==> src/rtl/branch_resolver.sv <==
// branch_resolver: in-order queue of fetched branch predictions, resolved against execute outcomes
// to drive predictor/BTB updates, front-end redirects and saturating perf counters.
module branch_resolver #(
    parameter int DATA_WIDTH  = 32,
    parameter int QUEUE_DEPTH = 4,
    parameter int CNT_WIDTH   = 16
) (
    input  logic                  clk,
    input  logic                  rst,
    input  logic                  i_enq_valid,
    input  logic [DATA_WIDTH-1:0] i_enq_pc,
    input  logic                  i_enq_hit,
    input  logic                  i_enq_pred,
    input  logic [DATA_WIDTH-1:0] i_enq_target,
    output logic                  o_enq_ready,
    input  logic                  i_res_valid,
    input  logic                  i_res_taken,
    input  logic [DATA_WIDTH-1:0] i_res_target,
    output logic                  o_update_predictor,
    output logic                  o_update_btb,
    output logic                  o_actually_taken,
    output logic [DATA_WIDTH-1:0] o_resolved_pc,
    output logic [DATA_WIDTH-1:0] o_resolved_pc_target,
    output logic                  o_redirect_valid,
    output logic [DATA_WIDTH-1:0] o_redirect_pc,
    output logic [CNT_WIDTH-1:0]  o_branch_count,
    output logic [CNT_WIDTH-1:0]  o_mispredict_count,
    output logic                  o_underflow_err
);
    localparam int PW = $clog2(QUEUE_DEPTH);

    logic [DATA_WIDTH-1:0] r_pc  [QUEUE_DEPTH];
    logic [DATA_WIDTH-1:0] r_tgt [QUEUE_DEPTH];
    logic                  r_hit [QUEUE_DEPTH];
    logic                  r_pred[QUEUE_DEPTH];
    logic [PW-1:0]         r_head, r_tail;
    logic [PW:0]           r_count;
    logic                  r_upd, r_btb, r_taken, r_rv, r_uf;
    logic [DATA_WIDTH-1:0] r_rpc, r_rtgt, r_rdpc;
    logic [CNT_WIDTH-1:0]  r_bc, r_mc;

    logic                  w_enq, w_res, w_mis;
    logic [DATA_WIDTH-1:0] w_pc4, w_pred_next, w_act_next;

    assign o_enq_ready = r_count < (PW+1)'(QUEUE_DEPTH);
    assign w_enq       = i_enq_valid && o_enq_ready;
    assign w_res       = i_res_valid && r_count != '0;
    assign w_pc4       = r_pc[r_head] + DATA_WIDTH'(4);
    assign w_pred_next = (r_hit[r_head] && r_pred[r_head]) ? r_tgt[r_head] : w_pc4;
    assign w_act_next  = i_res_taken ? i_res_target : w_pc4;
    assign w_mis       = w_res && (w_pred_next != w_act_next);

    // Wrong-path enqueues during a mispredict never touch the payload.
    always_ff @(posedge clk) begin
        if (w_enq && !w_mis) begin
            r_pc[r_tail]   <= i_enq_pc;
            r_tgt[r_tail]  <= i_enq_target;
            r_hit[r_tail]  <= i_enq_hit;
            r_pred[r_tail] <= i_enq_pred;
        end
    end

    always_ff @(posedge clk) begin
        if (rst) begin
            r_head  <= '0;
            r_tail  <= '0;
            r_count <= '0;
            r_upd   <= 1'b0;
            r_btb   <= 1'b0;
            r_taken <= 1'b0;
            r_rv    <= 1'b0;
            r_uf    <= 1'b0;
            r_rpc   <= '0;
            r_rtgt  <= '0;
            r_rdpc  <= '0;
            r_bc    <= '0;
            r_mc    <= '0;
        end else begin
            r_upd <= w_res;
            r_btb <= w_res && i_res_taken;
            r_rv  <= w_mis;
            if (i_res_valid && r_count == '0)
                r_uf <= 1'b1;
            if (w_res) begin
                r_taken <= i_res_taken;
                r_rpc   <= r_pc[r_head];
                r_rtgt  <= i_res_target;
                r_head  <= r_head + PW'(1);
                if (r_bc != '1)
                    r_bc <= r_bc + CNT_WIDTH'(1);
            end
            if (w_mis) begin
                r_rdpc  <= w_act_next;
                r_count <= '0;
                r_tail  <= r_head + PW'(1);
                if (r_mc != '1)
                    r_mc <= r_mc + CNT_WIDTH'(1);
            end else begin
                if (w_enq)
                    r_tail <= r_tail + PW'(1);
                r_count <= r_count + (PW+1)'(w_enq) - (PW+1)'(w_res);
            end
        end
    end

    assign o_update_predictor   = r_upd;
    assign o_update_btb         = r_btb;
    assign o_actually_taken     = r_taken;
    assign o_resolved_pc        = r_rpc;
    assign o_resolved_pc_target = r_rtgt;
    assign o_redirect_valid     = r_rv;
    assign o_redirect_pc        = r_rdpc;
    assign o_branch_count       = r_bc;
    assign o_mispredict_count   = r_mc;
    assign o_underflow_err      = r_uf;
endmodule

==> config.mk <==
export PLATFORM = sky130hd
export DESIGN_NAME = branch_resolver
export DESIGN_NICKNAME = d
export VERILOG_FILES = /design/src/rtl/branch_resolver.sv
export SDC_FILE = /design/constraint.sdc
export NUM_CORES = 1
export LEC_CHECK = 0
export CORE_ASPECT_RATIO = 0.75
export CORE_MARGIN = 2
export CORE_UTILIZATION = 45
export DETAILED_ROUTE_END_ITERATION = 12
export PLACE_DENSITY = 0.7
export SLEW_MARGIN = 20
export SYNTH_ARGS = -nofsm -noshare
export SYNTH_HDL_FRONTEND = slang
export SYNTH_SLANG_ARGS = --single-unit
export TNS_END_PERCENT = 50
==> constraint.sdc <==
create_clock -name clk -period 5.6 [get_ports clk]
set_input_delay 0.84 -clock clk [delete_from_list [all_inputs] [get_ports clk]]
set_output_delay 0.84 -clock clk [all_outputs]
set_load 0.02 [all_outputs]
== Yosys cells after proc, flatten, opt, wreduce, memory -nomap -nowiden ==
Memory sizes are Yosys's and may differ from the RTL's. A register that Yosys moved wholly into a read port is not among the register bits.
Index checks and enable logic that the tools add are counted.

* Order comparisons: 1
* Equal/unequal tests: 3
* Bitwise logic cells: 0
* Shift operators: 0
* Muxes and demuxes: 14
* Reductions and logical operators: 14
* Multipliers: 0
* Add/sub/neg operators: 7
* Div/mod/pow operators: 0

{| class="wikitable"
|+ Operators by type and width
! operator !! count
|-
| $mux W32 || 2
|-
| $add A16 B1 Y16 const B || 2
|-
| $add A32 B3 Y32 const B || 1
|-
| $ne A16 B16 Y1 const B || 2
|-
| $ne A32 B32 Y1 || 1
|-
| $mux W2 || 10
|-
| $logic_and A1 B1 Y1 || 7
|-
| $add A2 B1 Y2 const B || 2
|-
| $reduce_and A2 Y1 || 2
|-
| $add A3 B1 Y3 || 1
|-
| $logic_not A3 Y1 || 1
|-
| $lt A3 B3 Y1 const B || 1
|-
| $reduce_bool A3 Y1 || 1
|-
| $sub A3 B1 Y3 || 1
|-
| $mux W1 || 2
|-
| $reduce_bool A2 Y1 || 1
|-
| $reduce_or A2 Y1 || 1
|-
| $logic_not A1 Y1 || 1
|}

* Logic and storage cells: 56
* Bits in writable memories: 264
* Input bits: 103
* Memories kept: 4
* Bits in latches: 0
* Output and inout bits: 134
* Register bits: 140
* Bits in read-only memories: 0

{| class="wikitable"
|+ Memories
! memory !! depth !! bits a word !! read ports !! clocked after memory_dff !! wr ports !! line !! source
|-
| r_pc || 4 || 32 || 1 || 1 || 1 || 32 || <nowiki>logic [DATA_WIDTH-1:0] r_pc [QUEUE_DEPTH];</nowiki>
|-
| r_tgt || 4 || 32 || 1 || 1 || 1 || 33 || <nowiki>logic [DATA_WIDTH-1:0] r_tgt [QUEUE_DEPTH];</nowiki>
|-
| r_hit || 4 || 1 || 1 || 1 || 1 || 34 || <nowiki>logic r_hit [QUEUE_DEPTH];</nowiki>
|-
| r_pred || 4 || 1 || 1 || 1 || 1 || 35 || <nowiki>logic r_pred[QUEUE_DEPTH];</nowiki>
|}

== Longest topological paths before layout ==
Gate-level depths: netlist of the first run.

* Depth in word-level cells: 8
* Mapped depth: 19
* Mapped depth without buffers: 13

== Least setup slack after synthesis of the first run ==
OpenSTA, ideal clock, no wires.

* Kind: register to register
* Start: register with a tool-made name
* End: memory r_hit[0] (enable)
* Buffers on the path: 7
* Required time: 5.169 ns
* Clock period less this slack: 5.638 ns
* Stages on the path, launching flop included: 18
* Library setup time: 0.431 ns
* Data arrival time: 5.207 ns
* Slack: -0.038 ns
* Path through: dfxtp_1 buf_6 buf_12 buf_12 buf_12 buf_4 buf_2 mux4_2 xor2_1 o21ai_0 a31oi_1 a2111oi_0 nand3_1 nor4bb_2 a31oi_2 buf_2 nor2_1 and2_1

{| class="wikitable"
|+ RTL lines
! element !! line
|-
| to (decl) || 34
|}

==> impl_metrics.env, run 1 <==
export IMPL_status="complete, no violations"
export IMPL_start_kind="register"
export IMPL_hp_class="register to register"
export IMPL_ys_warn_count=0
export IMPL_holdWs_ns=0.455
export IMPL_start_util_pct=45.5
export IMPL_final_cells=2138
export IMPL_antenna_found_initial=3
export IMPL_yosysTopAreaCell="edfxtp_1"
export IMPL_tightest_slew_ns=0.909
export IMPL_clk_pin_slew_ns=0.07
export IMPL_io_pins=237
export IMPL_final_area_um2=22100
export IMPL_crit_path_end_kind="register"
export IMPL_cts_hold_fix_buffers=0
export IMPL_overflow=0
export IMPL_grt_pass1_vias=12100
export IMPL_clkPwrFrac_pct=24.7
export IMPL_skew_ns=0.0198
export IMPL_seq_area_frac_synth_pct=60.0
export IMPL_crit_arrival_ns=5.47
export IMPL_path_max_fanout=29
export IMPL_cts_root_buf="clkbuf_16"
export IMPL_grt_max_degree=72
export IMPL_drive_gt1_share_pct=11.7
export IMPL_routedWlPerCell_um=23.2
export IMPL_final_cell_mix="264 x edfxtp_1, 234 x clkdlybuf4s50_1, 174 x nand2_1"
export IMPL_port_buffers=236
export IMPL_grt_pass1_wl_mm=74.8
export IMPL_syn_area_um2=18000
export IMPL_routed_via_density=5.74
export IMPL_setup_tns_final_ns=0
export IMPL_p_switching_mw=3.72
export IMPL_seqPwrFrac_pct=37.6
export IMPL_insertion_delay_ns=0.55
export IMPL_syn_to_final_growth_pct=23.2
export IMPL_total_power_mw=10.7
export IMPL_clock_sinks=406
export IMPL_post_dp_cell_area_um2=20800
export IMPL_ctsLongestPathBuffers=3
export IMPL_syn_nets=1470
export IMPL_cp_required_ns=5.83
export IMPL_setup_ws_ns=0.362
export IMPL_leakage_nw=7.28
export IMPL_preCtsSetupSlack_ns=0.410
export IMPL_vias=12300
export IMPL_antenna_left=0
export IMPL_numCtsBuffers=40
export IMPL_path_class="register to register"
export IMPL_p_sw_share_pct=34.9
export IMPL_ctsResizeCount=0
export IMPL_period_share_pct=93.5
export IMPL_coreArea_um2=39400
export IMPL_drt_pass1_iter_count=5
export IMPL_routed_wl_mm=49.7
export IMPL_rows=63
export IMPL_nFillCells=3171
export IMPL_yosys_cell_types_count=86
export IMPL_fp_dieW_um=235
export IMPL_peakVddDrop_mv=0.216
export IMPL_dieArea_um2=41500
export IMPL_drc=0
export IMPL_final_min_clock_period_ns=5.24
export IMPL_cts_tree="built"
export IMPL_synth_ff_type="edfxtp_1"
export IMPL_synth_top_area_share_pct=44.2
export IMPL_synthTopCellsByArea="edfxtp_1 44%, dfxtp_1 16%, mux4_2 7.9%"
export IMPL_netlist_instances=1357
export IMPL_synthArstFlopShare_pct=0
export IMPL_dp_hpwl_mm=35.3
export IMPL_post_route_util_pct=56.1
export IMPL_syn_avg_cell_area_um2=13.2
export IMPL_ys_ff_latch=406
export IMPL_first_iter_violations=1209
export IMPL_cap_violations=0
export IMPL_synth_edff_count=264
export IMPL_powerDensity_nw_per_um2=482
export IMPL_slew_headroom_pct=39.4
export IMPL_dp_cells=2063
export IMPL_place_congestion=0.899
export IMPL_rsz0062_at_grt="false"
export IMPL_power_internal_mw=6.94
export IMPL_cts_max_level=2
export IMPL_hold_viol_final=0
export IMPL_maxSlewViolCount=0
export IMPL_grtUsageTotal_pct=23.8
export IMPL_final_common_cell="edfxtp_1"
export IMPL_post_cts_repair_setup_buffers=0
export IMPL_max_freq_mhz=191
export IMPL_die_h_um=177
export IMPL_p_comb_share_pct=37.8
export IMPL_setup_viol=0
export IMPL_fin_nets=1698
-- metal layers --
metal	global-route usage, %	up-vias	routed length, um
met5	0	-	8
met4	6.99	2	1240
met3	5.41	70	4210
met2	37.2	535	22500
met1	33.5	6108	21800
li1	-	5562	-
-- cell usage after synthesis, types with 14 or more instances --
cell type    n
nand4_1     15
nand3_1     30
buf_2       20
xor2_1      43
clkbuf_1    35
nand2_1    174
mux4_2      63
nor3_1      17
a21oi_1    110
dfxtp_1    142
edfxtp_1   264
xnor2_1     68
o2bb2ai_1   31
and2_1      16
o31ai_1     16
inv_1       22
mux2i_1     14
nor2_1      57
-- power groups by stage --
stage	Sequential [mW]	Clock (mW)	Combinational [mW]
after floorplan	4.20	0	2.48
after global placement	4.04	0	3.98
after detailed placement	4.07	0	4.00
after CTS	4.01	2.68	4.02
after global routing	4.05	2.80	4.30
final	4.00	2.63	4.03
-- critical path, cell delays in order, from the launching register on --
cell	delay [ns]
dfxtp_4	0.52
mux4_2	0.36
ha_1	0.23
nand2_1	0.09
o22ai_2	0.43
nand4_4	0.42
or4_4	0.69
a31oi_2	0.25
xnor2_1	0.15
a2bb2oi_1	0.15
nor4bb_2	0.47
a31oi_2	0.18
nor2_1	0.21
and2_2	0.45
buf_12	0.27
-- registers in the layout, indices dropped and copies added, names as in the netlist, named ones only --
name	cells
o_resolved_pc_target	32
o_actually_taken	1
o_resolved_pc	32
o_mispredict_count	16
r_pred	4
r_pc	128
r_head	2
o_update_btb	1
o_redirect_valid	1
r_hit	4
o_redirect_pc	32
o_update_predictor	1
r_count	3
o_branch_count	16
o_underflow_err	1
r_tail	2
r_tgt	128
-- final timing paths --
| path | cells past startpoint | slack [ns] | to | from |
|---|---|---|---|---|
| setup / recovery | 14 | 0.36 | r_tgt[3][12] | register |
| hold / removal | 2 | 0.45 | o_resolved_pc_target[22] | o_resolved_pc_target[22] |
| setup reg to reg | 14 | 0.36 | r_tgt[3][12] | register |
| hold reg to reg | 2 | 0.45 | o_resolved_pc_target[22] | o_resolved_pc_target[22] |
-- cell type report --
| class | instances | area, um2 | area share (%) |
|---|---|---|---|
| Inverter | 24 | 90.1 | 0.407 |
| Timing Repair Buffer | 266 | 2670 | 12.1 |
| Tap cell | 520 | 651 | 2.94 |
| Sequential cell | 406 | 10800 | 48.7 |
| Multi-Input combinational cell | 847 | 6650 | 30.1 |
| Antenna cell | 1 | 2.50 | 0.0113 |
| Clock inverter | 15 | 111 | 0.503 |
| Clock buffer | 59 | 1170 | 5.31 |
-- cells by family (layout without fill, tap and decap cells) --
family	count (synthesis)	count (layout)	share of synthesized area [%]
compound gates	237	237	8.77
flops	406	406	60.0
buf+inv	104	364	3.02
mux	81	81	9.19
simple gates	395	395	11.2
fa+ha+maj	10	10	0.739
xor+xnor	124	124	7.05
other cells	0	1	0
No activity file was read; power rests on OpenSTA's default activity.
==> inputs of run 2 (changes only) <==
- SETUP_SLACK_MARGIN: unset -> 0.1
==> impl_metrics.env, run 2 (same netlist as run 1, synthesis figures left out) <==
export IMPL_status="complete, no violations"
export IMPL_vias=12300
export IMPL_p_sw_share_pct=34.9
export IMPL_crit_path_end_kind="register"
export IMPL_highest_layer="met5"
export IMPL_fin_nets=1698
export IMPL_dp_hpwl_mm=35.3
export IMPL_final_common_cell="edfxtp_1"
export IMPL_seqPwrFrac_pct=37.5
export IMPL_drive_gt1_share_pct=11.7
export IMPL_start_util_pct=45.5
export IMPL_routed_wl_mm=49.7
export IMPL_tightest_slew_ns=0.914
export IMPL_p_switching_mw=3.72
export IMPL_maxSlewViolCount=0
export IMPL_path_common_cell="a31oi_2"
export IMPL_syn_to_final_growth_pct=23.3
export IMPL_routed_via_density=5.77
export IMPL_io_pins=237
export IMPL_hp_class="register to register"
export IMPL_antenna_left=0
export IMPL_rows=63
export IMPL_grt_pass1_wl_mm=74.8
export IMPL_crit_arrival_ns=5.40
export IMPL_crit_buf_inv=1
export IMPL_r2r_slack_ns=0.37
export IMPL_period_share_pct=93.4
export IMPL_worst_path_dominant_cell_family="simple AND/OR/NAND/NOR gates"
export IMPL_powerDensity_nw_per_um2=482
export IMPL_setup_viol=0
export IMPL_start_kind="register"
export IMPL_path_max_fanout=66
export IMPL_die_h_um=177
export IMPL_wl_met1_mm=21.9
export IMPL_skew_ns=0.0200
export IMPL_fp_dieW_um=235
export IMPL_final_min_clock_period_ns=5.23
export IMPL_leakage_nw=7.28
export IMPL_total_power_mw=10.7
export IMPL_holdPathStages=2
export IMPL_cts_max_level=2
export IMPL_clkPwrFrac_pct=24.7
export IMPL_numCtsBuffers=40
export IMPL_post_cts_repair_setup_buffers=0
export IMPL_peakVddDrop_mv=0.216
export IMPL_cp_cell_sequence="mux4_2 > ha_1 > nand2_1 > o22ai_2 > nand4_4 > or4_4 > a31oi_2 > xnor2_1 > a2bb2oi_1 > nor4bb_2 > a31oi_2 > nor2_1 > and2_2 > buf_12"
export IMPL_wl_met3_mm=4.24
export IMPL_reg_largest_list="r_pc x128, r_tgt x128"
export IMPL_overflow=0
export IMPL_rsz0062_at_grt="true"
export IMPL_power_internal_mw=6.95
export IMPL_setup_tns_final_ns=0
export IMPL_path_class="register to register"
export IMPL_critPathMaxStageDelay_ns=0.69
export IMPL_clk_pin_slew_ns=0.07
export IMPL_wl_met2_mm=22.4
export IMPL_hold_end="o_resolved_pc_target[22]"
export IMPL_grt_pass1_vias=12100
export IMPL_grtUsageTotal_pct=23.8
export IMPL_reg2reg_depth=14
export IMPL_hp_start="o_resolved_pc_target[22]"
export IMPL_first_iter_violations=1234
export IMPL_final_cell_mix="264 x edfxtp_1, 234 x clkdlybuf4s50_1, 174 x nand2_1"
export IMPL_r2r_end="r_pc[1][30]"
export IMPL_cp_slowest_cell="or4_4"
export IMPL_antenna_found_initial=3
export IMPL_hold_viol_final=0
export IMPL_p_comb_share_pct=37.8
export IMPL_cts_root_buf="clkbuf_16"
export IMPL_port_buffers=236
export IMPL_insertion_delay_ns=0.55
export IMPL_place_congestion=0.899
export IMPL_cts_tree="built"
export IMPL_slew_headroom_pct=39.0
export IMPL_drt_pass1_iter_count=5
export IMPL_dieArea_um2=41500
export IMPL_coreArea_um2=39400
export IMPL_clock_sinks=406
export IMPL_cp_required_ns=5.77
export IMPL_nFillCells=3171
export IMPL_routedWlPerCell_um=23.3
export IMPL_grt_max_degree=72
export IMPL_max_freq_mhz=191
export IMPL_ctsLongestPathBuffers=3
export IMPL_cap_violations=0
export IMPL_drc=0
run 2: cell counts in the layout (fill, tap and decap cells not counted):
No cell type changed its count.
run 2: what timing repair did:
action,CTS,global route
resized for setup,0,3
hold buffers,0,0
setup endpoints to repair,0,214
run 2: worst register-to-register path, stage by stage, from the launching register on:
cell and delay, ns:
dfxtp_4 0.53, mux4_2 0.36, ha_1 0.23, nand2_1 0.09, o22ai_2 0.43, nand4_4 0.42
or4_4 0.70, a31oi_2 0.25, xnor2_1 0.15, a2bb2oi_1 0.15, nor4bb_2 0.47, a31oi_2 0.18
nor2_1 0.24, and2_2 0.21, buf_12 0.29
run 2: power by group through the flow:
stage | combinational, mW | clock, mW | sequential (mW)
global placement | 3.98 | 0 | 4.04
detailed placement | 4.00 | 0 | 4.07
floorplan | 2.48 | 0 | 4.20
finish | 4.03 | 2.64 | 4.00
CTS | 4.02 | 2.68 | 4.01
global route | 4.30 | 2.80 | 4.05
run 2: through the flow:
step / area (um2) / utilization [%] / worst slack, ns / instances / hold WS, ns
after CTS: 22100 / 56.1 / 0.368 / 2137 / 0.455
final: 22100 / 56.1 / 0.369 / 2138 / 0.455
after detailed placement: 20800 / 52.9 / 0.410 / 2063 / 0.447
after global routing: 22100 / 56.1 / 0.0608 / 2138 / 0.467
after global placement: 20800 / 52.9 / 0.552 / 2063 / 0.441
after floorplan: 18000 / - / 0.685 / 1357 / 0.464
run 2: worst max path at each step:
stage	startpoint	end	slack (ns)	cells after the start
after floorplan	register	r_hit[0]	0.68	17
after global placement	register	r_hit[3]	0.55	14
after detailed placement	register	r_tgt[2][11]	0.41	14
after CTS	register	r_tgt[2][11]	0.37	14
after global routing	register	r_pc[1][19]	0.06	14
final	register	r_pc[1][30]	0.37	14
run 2: final cells by class:
class	count	area [um2]	area share [%]
sequential	406	10800	48.7
multi-input combinational	847	6650	30.1
timing repair buffer	266	2670	12.1
clock buffer	59	1170	5.31
tap	520	651	2.94
clock inverter	15	111	0.503
inverter	24	90.1	0.407
antenna	1	2.50	0.0113
run 2: layer usage:
layer,up-vias,global-route usage [%]
li1,5565,-
met1,6119,33.5
met2,561,37.2
met3,80,5.41
met4,2,6.99
met5,-,0
==> inputs of run 3 (changes only) <==
- MAX_ROUTING_LAYER: unset -> met4
==> impl_metrics.env, run 3 (same netlist as run 1, synthesis figures left out) <==
export IMPL_maxSlewViolCount=0
export IMPL_holdWs_ns=0.453
export IMPL_post_dp_cell_area_um2=20800
export IMPL_ctsResizeCount=0
export IMPL_final_common_cell="edfxtp_1"
export IMPL_reg_largest_list="r_pc x128, r_tgt x128"
export IMPL_grt_pass1_wl_mm=75.8
export IMPL_fp_dieW_um=235
export IMPL_antenna_found_initial=0
export IMPL_setup_viol=0
export IMPL_final_cell_mix="264 x edfxtp_1, 234 x clkdlybuf4s50_1, 174 x nand2_1"
export IMPL_cts_root_buf="clkbuf_16"
export IMPL_hp_class="register to register"
export IMPL_slew_headroom_pct=41.3
export IMPL_ff_latch_area_um2=10800
export IMPL_cts_max_level=2
export IMPL_overflow=0
export IMPL_tightest_slew_ns=0.881
export IMPL_path_common_cell="a31oi_2"
export IMPL_max_freq_mhz=194
export IMPL_total_power_mw=10.7
export IMPL_insertion_delay_ns=0.54
export IMPL_cp_required_ns=5.82
export IMPL_grt_max_degree=77
export IMPL_final_area_um2=22100
export IMPL_vias=12300
export IMPL_drt_pass1_iter_count=5
export IMPL_rows=63
export IMPL_die_h_um=177
export IMPL_setup_tns_final_ns=0
export IMPL_routedWlPerCell_um=23.7
export IMPL_cp_slowest_cell="or4_4"
export IMPL_antenna_left=0
export IMPL_final_cells=2132
export IMPL_drive_gt1_share_pct=11.5
export IMPL_syn_to_final_growth_pct=23.3
export IMPL_clock_sinks=406
export IMPL_path_max_fanout=35
export IMPL_io_pins=237
export IMPL_start_util_pct=45.5
export IMPL_hp_start="o_resolved_pc_target[0]"
export IMPL_peakVddDrop_mv=0.255
export IMPL_coreArea_um2=39400
export IMPL_cts_tree="built"
export IMPL_dp_hpwl_mm=35.9
export IMPL_grt_pass1_vias=11900
export IMPL_crit_path_end_kind="register"
export IMPL_reg2reg_depth=12
export IMPL_fin_nets=1695
export IMPL_post_cts_repair_setup_buffers=0
export IMPL_dp_cells=2059
export IMPL_crit_arrival_ns=5.39
export IMPL_numCtsBuffers=41
export IMPL_critPathMaxStageDelay_ns=0.68
export IMPL_start_kind="register"
export IMPL_first_iter_violations=1269
export IMPL_holdPathStages=2
export IMPL_nFillCells=3224
export IMPL_r2r_slack_ns=0.43
export IMPL_leakage_nw=7.29
export IMPL_final_min_clock_period_ns=5.17
export IMPL_cts_hold_fix_buffers=0
export IMPL_period_share_pct=92.2
export IMPL_place_congestion=0.926
export IMPL_hold_end="o_resolved_pc_target[0]"
export IMPL_num_antenna_cells=0
export IMPL_rsz0062_at_grt="false"
export IMPL_port_buffers=236
export IMPL_clk_pin_slew_ns=0.06
export IMPL_path_class="register to register"
export IMPL_skew_ns=0.0142
export IMPL_powerDensity_nw_per_um2=483
export IMPL_cap_violations=0
export IMPL_grtUsageTotal_pct=24.9
export IMPL_hold_viol_final=0
export IMPL_status="complete, no violations"
export IMPL_routed_wl_mm=50.6
export IMPL_multi_input_area_um2=6650
export IMPL_routed_via_density=5.76
export IMPL_drc=0
export IMPL_cp_cell_sequence="mux4_1 > and2_0 > nand4_4 > or4_4 > a31oi_2 > xnor2_1 > a2bb2oi_1 > nor4bb_2 > a31oi_2 > nor2_1 > and2_2 > buf_12"
export IMPL_ctsLongestPathBuffers=3
export IMPL_r2r_end="r_pred[1]"
export IMPL_dieArea_um2=41500
## run 3: per-stage QoR
step                      utilization (%)  worst slack [ns]
final                                56.2             0.435
after global routing                 56.2             0.116
after global placement               52.9             0.583
after detailed placement             52.9             0.502
after floorplan                         -             0.685
after CTS                            56.2             0.483
## run 3: area by class of cell
cell class | count | share of cell area, %
Sequential cell | 406 | 48.7
Multi-Input combinational cell | 847 | 30.0
Timing Repair Buffer | 262 | 12.1
Clock buffer | 56 | 5.35
Tap cell | 520 | 2.94
Clock inverter | 17 | 0.514
Inverter | 24 | 0.407
## run 3: worst max-delay path by stage
stage                     startpoint           end  slack, ns  cells past startpoint
final                       register     r_pred[1]       0.43                     12
after global routing        register  r_tgt[1][17]       0.12                     12
after CTS                   register    r_pc[1][0]       0.48                     12
after detailed placement    register     r_pred[1]       0.50                     12
after global placement      register   r_tgt[2][9]       0.58                     12
after floorplan             register      r_hit[0]       0.68                     17
## run 3: metal layers
layer  part of all wire [%]  wire [um]  vias up  GRT usage (%)
li1                       -          -     5558              -
met2                     47      23800      492           38.7
met3                    6.6       3360       55           3.70
met4                    1.4        722        0           4.88
met1                     45      22700     6184           35.3
met5                      0          0        -              -
## run 3: where the power goes
group	internal (mW)	switching, mW	total [mW]
clock	1.53	1.12	2.65
combinational	1.68	2.36	4.04
sequential	3.76	0.248	4.01
## run 3: worst max-delay path: cells and delay by family (launching register included)
| family | cells | cell delay (ns) |
|---|---|---|
| compound gates | 3 | 0.58 |
| flops | 1 | 0.55 |
| xor+xnor | 1 | 0.15 |
| mux | 1 | 0.55 |
| simple gates | 6 | 2.68 |
| buf+inv | 1 | 0.28 |
